===== config.mk =====
export PLATFORM = sky130hd
export DESIGN_NAME = word_packer
export DESIGN_NICKNAME = d
export VERILOG_FILES = /design/src/rtl/word_packer.sv
export SDC_FILE = /design/constraint.sdc
export NUM_CORES = 1
export LEC_CHECK = 0
export BUFFER_PORTS_ARGS = -buffer_cell sky130_fd_sc_hd__buf_4
export CAP_MARGIN = 30
export CORE_ASPECT_RATIO = 1.1
export CORE_MARGIN = 2
export CORE_UTILIZATION = 50
export CTS_BUF_LIST = sky130_fd_sc_hd__clkbuf_2 sky130_fd_sc_hd__clkbuf_4 sky130_fd_sc_hd__clkbuf_8
export DETAILED_ROUTE_END_ITERATION = 8
export PLACE_DENSITY = 0.83
export SLEW_MARGIN = 40
export SYNTH_ARGS = -nofsm -noshare
export SYNTH_HDL_FRONTEND = slang
export SYNTH_SLANG_ARGS = --single-unit
export TNS_END_PERCENT = 20

===== constraint.sdc =====
create_clock -name i_clk -period 3.46 [get_ports i_clk]
set_input_delay 0.346 -clock i_clk [delete_from_list [all_inputs] [get_ports i_clk]]
set_output_delay 0.346 -clock i_clk [all_outputs]
set_load 0.005 [all_outputs]

===== src/rtl/word_packer.sv =====
// word_packer: packs variable-length codes MSB-first into fixed OUT_W-bit words.
// The first code of a frame lands in the top bits of the first output word.
// Optional feature macro: WORD_PACKER_STATS_EN adds o_total_bits, a saturating
// count of code bits accepted since reset.
//
// state  | meaning
// ACCUM  | accepting codes, draining full words as they complete
// FLUSH  | frame ended; drain remaining full words, then emit the o_last word
module word_packer #(
   parameter int DATA_W = 34,
   parameter int OUT_W  = 128,
   parameter int LEN_W  = $clog2(DATA_W + 1),
   parameter int CNT_W  = $clog2(OUT_W + DATA_W + 1),
   parameter int BITS_W = $clog2(OUT_W + 1)
) (
   input  logic              i_clk,
   input  logic              i_rst_n,
   input  logic              i_valid,
   output logic              o_ready,
   input  logic [DATA_W-1:0] i_data,
   input  logic [LEN_W-1:0]  i_len,
   input  logic              i_last,
   output logic              o_valid,
   input  logic              i_ready,
   output logic [OUT_W-1:0]  o_data,
   output logic              o_last,
   output logic [BITS_W-1:0] o_bits
`ifdef WORD_PACKER_STATS_EN
   ,
   output logic [31:0]       o_total_bits
`endif
);

   localparam int BUF_W = OUT_W + DATA_W;
   localparam logic [CNT_W-1:0]  OUT_CNT  = CNT_W'(OUT_W);
   localparam logic [CNT_W-1:0]  BUF_CNT  = CNT_W'(BUF_W);
   localparam logic [LEN_W-1:0]  MAX_LEN  = LEN_W'(DATA_W);
   localparam logic [BITS_W-1:0] FULL_BITS = BITS_W'(OUT_W);

   typedef enum logic {ACCUM, FLUSH} state_t;

   state_t            state_q, state_d;
   logic [BUF_W-1:0]  buf_q;
   logic [CNT_W-1:0]  cnt_q;
   logic [LEN_W-1:0]  len_c;
   logic [DATA_W-1:0] code_m;
   logic [CNT_W-1:0]  shamt;
   logic              slot_free;
   logic              accept;
   logic              do_drain;
   logic              do_flush;

   // Clamp the length and strip the ignored high bits of the code.
   always_comb begin
      len_c  = (i_len > MAX_LEN) ? MAX_LEN : i_len;
      code_m = i_data & ({DATA_W{1'b1}} >> (MAX_LEN - len_c));
      shamt  = BUF_CNT - cnt_q - CNT_W'(len_c);
   end

   // Next-state and handshake decode; drain takes priority over flush so an
   // exact multiple of OUT_W yields a full word followed by an empty last word.
   always_comb begin
      state_d   = state_q;
      o_ready   = 1'b0;
      accept    = 1'b0;
      do_drain  = 1'b0;
      do_flush  = 1'b0;
      slot_free = !o_valid || i_ready;
      if (slot_free && (cnt_q >= OUT_CNT))
         do_drain = 1'b1;
      case (state_q)
         ACCUM: begin
            o_ready = (cnt_q < OUT_CNT);
            accept  = i_valid && o_ready;
            if (accept && i_last)
               state_d = FLUSH;
         end
         FLUSH: begin
            if (slot_free && !do_drain && (cnt_q <= OUT_CNT)) begin
               do_flush = 1'b1;
               state_d  = ACCUM;
            end
         end
         default: state_d = ACCUM;
      endcase
   end

   // State register.
   always_ff @(posedge i_clk or negedge i_rst_n) begin
      if (!i_rst_n)
         state_q <= ACCUM;
      else
         state_q <= state_d;
   end

   // Bit buffer, fill count and registered output stage.
   always_ff @(posedge i_clk or negedge i_rst_n) begin
      if (!i_rst_n) begin
         buf_q   <= '0;
         cnt_q   <= '0;
         o_valid <= 1'b0;
         o_data  <= '0;
         o_last  <= 1'b0;
         o_bits  <= '0;
      end else begin
         if (accept) begin
            buf_q <= buf_q | ({{OUT_W{1'b0}}, code_m} << shamt);
            cnt_q <= cnt_q + CNT_W'(len_c);
         end else if (do_drain) begin
            buf_q <= buf_q << OUT_W;
            cnt_q <= cnt_q - OUT_CNT;
         end else if (do_flush) begin
            buf_q <= '0;
            cnt_q <= '0;
         end
         if (do_drain || do_flush) begin
            o_valid <= 1'b1;
            o_data  <= buf_q[BUF_W-1 -: OUT_W];
            o_last  <= do_flush;
            o_bits  <= do_flush ? BITS_W'(cnt_q) : FULL_BITS;
         end else if (i_ready) begin
            o_valid <= 1'b0;
         end
      end
   end

`ifdef WORD_PACKER_STATS_EN
   logic [31:0] total_q;
   logic [32:0] total_sum;

   always_comb total_sum = {1'b0, total_q} + 33'(len_c);

   // Saturating count of accepted code bits.
   always_ff @(posedge i_clk or negedge i_rst_n) begin
      if (!i_rst_n)
         total_q <= '0;
      else if (accept)
         total_q <= total_sum[32] ? 32'hFFFF_FFFF : total_sum[31:0];
   end

   assign o_total_bits = total_q;
`endif

endmodule


==> flow_metrics.env <==
export IMPL_drc=0
export IMPL_cp_end_kind="flop"
export IMPL_cts_buffers=48
export IMPL_drt_iter0_markers=2181
export IMPL_grt_pass1_vias=18100
export IMPL_fin_worst_skew_ps=18.9
export IMPL_crit_type="input port to flop"
export IMPL_cts_tree="done"
export IMPL_via_count=18100
export IMPL_synthFlopType="dfrtp_1"
export IMPL_gp_congestion=1.05
export IMPL_detail_route_antenna_nets=0
export IMPL_path_max_fanout=15
export IMPL_synth_seq_area_share_pct=44.5
export IMPL_async_flop_share_pct=100
export IMPL_grt_max_degree=105
export IMPL_crit_arrival_ps=3890
export IMPL_status="completed"
export IMPL_mappedNetlistNets=1822
export IMPL_synth_edf_count=0
export IMPL_startpoint_type="input port"
export IMPL_insertion_delay_ps=600
export IMPL_cpPeakStageDelay_ps=500
export IMPL_grt_use_total_pct=41.0
export IMPL_die_area_sq_mm=0.0363
export IMPL_cts_sinks=309
export IMPL_io_pins=184
export IMPL_hp_class="input port to asynchronous set/reset pin"
export IMPL_start_util_pct=50.8
export IMPL_ys_ff_latch=309
export IMPL_maxCapViolCount=0
export IMPL_place_ws_ps=-791
export IMPL_hold_viol=0
export IMPL_syn_area_per_cell_sq_um=9.90
export IMPL_period_share_pct=99.1
export IMPL_fin_area_sq_mm=0.0244
export IMPL_wl_per_cell_um=26.7
export IMPL_clock_path_buffers=3
export IMPL_utilization_pct=71.4
export IMPL_ys_top_cells_by_area="dfrtp_1, mux2_2, nand2_1"
export IMPL_rows=71
export IMPL_setup_viol=0
export IMPL_yosysWarnings=0
export IMPL_cts_max_level=2
export IMPL_grt_pass1_wl_um=111000
export IMPL_area_growth_syn_to_layout_pct=40.6
export IMPL_synth_cells=1755
export IMPL_syn_area_sq_mm=0.0174
export IMPL_drtPass1Iterations=7
export IMPL_timing_final_ws_setup_ps=30.1
export IMPL_rsz0062_at_grt="yes"
export IMPL_final_nets=2397
export IMPL_place_area_sq_mm=0.0229
export IMPL_drive_above_1_share_pct=43.5
export IMPL_max_freq_mhz=292
export IMPL_crit_chain="buf_4, or3_1, a21o_1, ha_4, buf_12, or4b_4, o211ai_1, a2bb2oi_2, mux2i_2, a211o_1, mux2i_2, mux2i_2, buf_4, buf_4, a221o_1"
export IMPL_die_w_um=182
export IMPL_synth_top_area_share_pct=44.5
export IMPL_overflow=0
export IMPL_die_height_um=200
export IMPL_routed_wl_um=75000
export IMPL_clkTransAtPathRegs_ps=60
export IMPL_slew_violations=0
export IMPL_hpwl_um=57200
export IMPL_port_buffers=183
export IMPL_antenna_found_initial=0
export IMPL_required_ps=3920
export IMPL_clock_root_buffer="clkbuf_8"
export IMPL_via_per_inst=6.45
export IMPL_ys_types=111
export IMPL_slew_limit_headroom_pct=48.6
export IMPL_core_area_sq_mm=0.0342
export IMPL_critPathSlowestCell="or4b_4"
export IMPL_synth_top_area_cell="dfrtp_1"
export IMPL_min_period_ps=3430
export IMPL_worstMarginPinSlew_ps=772
final cells by class:
class | count | area (sq um)
clock inverters | 14 | 113
clock buffers | 73 | 936
flip-flops and latches | 309 | 7730
well taps | 438 | 548
fillers | 2446 | 9780
inverters | 36 | 135
multi-input cells | 1275 | 9490
diodes | 1 | 2.50
repair buffers | 660 | 5470
metrics by stage:
stage | cells | setup TNS (ps) | hold slack [ps]
floorplan | 1755 | -48920 | 50.4
global placement | 2707 | -73660 | 434
detailed placement | 2707 | -79060 | 436
CTS | 2796 | 0 | 177
global route | 2805 | -692 | 199
finish | 2806 | 0 | 185
Yosys cell counts (6+ instances only):
| master | count |
|---|---|
| nor3_1 | 29 |
| a32oi_1 | 9 |
| nor2b_1 | 14 |
| a211oi_1 | 19 |
| inv_1 | 32 |
| o21ai_0 | 98 |
| o31ai_1 | 13 |
| xnor2_1 | 6 |
| a21bo_2 | 6 |
| a222oi_1 | 28 |
| buf_1 | 9 |
| mux4_2 | 7 |
| a221oi_1 | 12 |
| o21ai_1 | 47 |
| nand2b_1 | 14 |
| buf_2 | 19 |
| nor2_1 | 112 |
| o21a_1 | 18 |
| clkbuf_1 | 98 |
| nand2_1 | 189 |
| a31oi_1 | 17 |
| a21oi_1 | 76 |
| nand3_1 | 46 |
| o22ai_1 | 13 |
| mux2i_1 | 26 |
| o221ai_1 | 37 |
| a211o_1 | 8 |
| a21o_1 | 8 |
| dfrtp_1 | 309 |
| a22o_1 | 16 |
| a22oi_1 | 34 |
| a221o_1 | 14 |
| xor2_1 | 6 |
| and3_1 | 11 |
| o211ai_1 | 24 |
| ha_1 | 20 |
| mux2_2 | 139 |
| and2_1 | 20 |
what timing repair did:
item / in CTS / in global routing
hold buffers: 2 / 0
gates resized for setup: 13 / 67
pin swaps: 1 / 19
endpoints found under the hold margin: 100 / 0
buffers inserted: 0 / 8
setup endpoints to repair: 27 / 124
cells by family (layout without fill, tap and decap cells):
kind of cell | Yosys count | count (layout) | synth area share (%)
flops | 309 | 309 | 44.5
other cells | 0 | 1 | 0
fa+ha+maj | 22 | 22 | 1.67
simple gates | 485 | 485 | 13.2
xor+xnor | 12 | 12 | 0.605
buf+inv | 171 | 783 | 4.20
compound gates | 581 | 581 | 24.1
mux | 175 | 175 | 11.7
layout by cell type (no fill, tap or decap), types with 10 or more instances in the layout:
master,netlist,layout
a22o_1,16,16
nor2_2,1,10
o21ai_0,98,91
and2_1,20,18
a221oi_1,12,11
a221o_1,14,14
buf_4,3,614
dfrtp_1,309,309
a21oi_1,76,68
a31oi_1,17,13
mux2_2,139,139
o21a_1,18,16
o211ai_1,24,24
o221ai_1,37,36
buf_12,0,37
o21ai_1,47,49
a211oi_1,19,17
o31ai_1,13,12
nor2b_1,14,13
ha_1,20,15
a222oi_1,28,28
o22ai_1,13,12
nand3_1,46,45
nand2_1,189,186
inv_1,32,27
nand2b_1,14,13
mux2i_1,26,18
a22oi_1,34,32
clkbuf_4,0,11
clkbuf_8,0,62
nor3_1,29,28
nor2_1,112,98
and3_1,11,10
routing by layer:
metal,wire [um],track usage (%),vias to the layer above
li1,-,-,7798
met1,26200,47.3,8737
met2,35300,67.0,1188
met3,6520,7.64,371
met4,6940,33.6,0
met5,0,0,-
path summary, 6_finish.rpt:
check,to,slack (ps),depth (start not counted),from
worst min-delay path,o_data[113],190,2,i_rst_n
worst max register to register,buf_q[104],90,14,cnt_q[0]
min in group i_clk,cnt_q[7],210,4,i_ready
max in group asynchronous,o_data[34],2270,4,i_rst_n
worst max-delay path,buf_q[102],30,15,i_len[4]
worst min register to register,o_bits[7],490,2,o_bits[7]
sequential cells by signal, summed over array words and instances (netlist names):
register,flops
o_last,1
o_valid,1
o_bits,8
cnt_q,8
state_q,1
buf_q,162
o_data,128
worst max-delay path: cells and delay by family:
family,cells,cell delay (ps)
simple gates,2,860
compound gates,5,1390
buf+inv,4,600
mux,3,500
fa+ha+maj,1,190
Power is not shown: default switching activity piles up to over one toggle a cycle in this logic, so the estimate is an artifact.
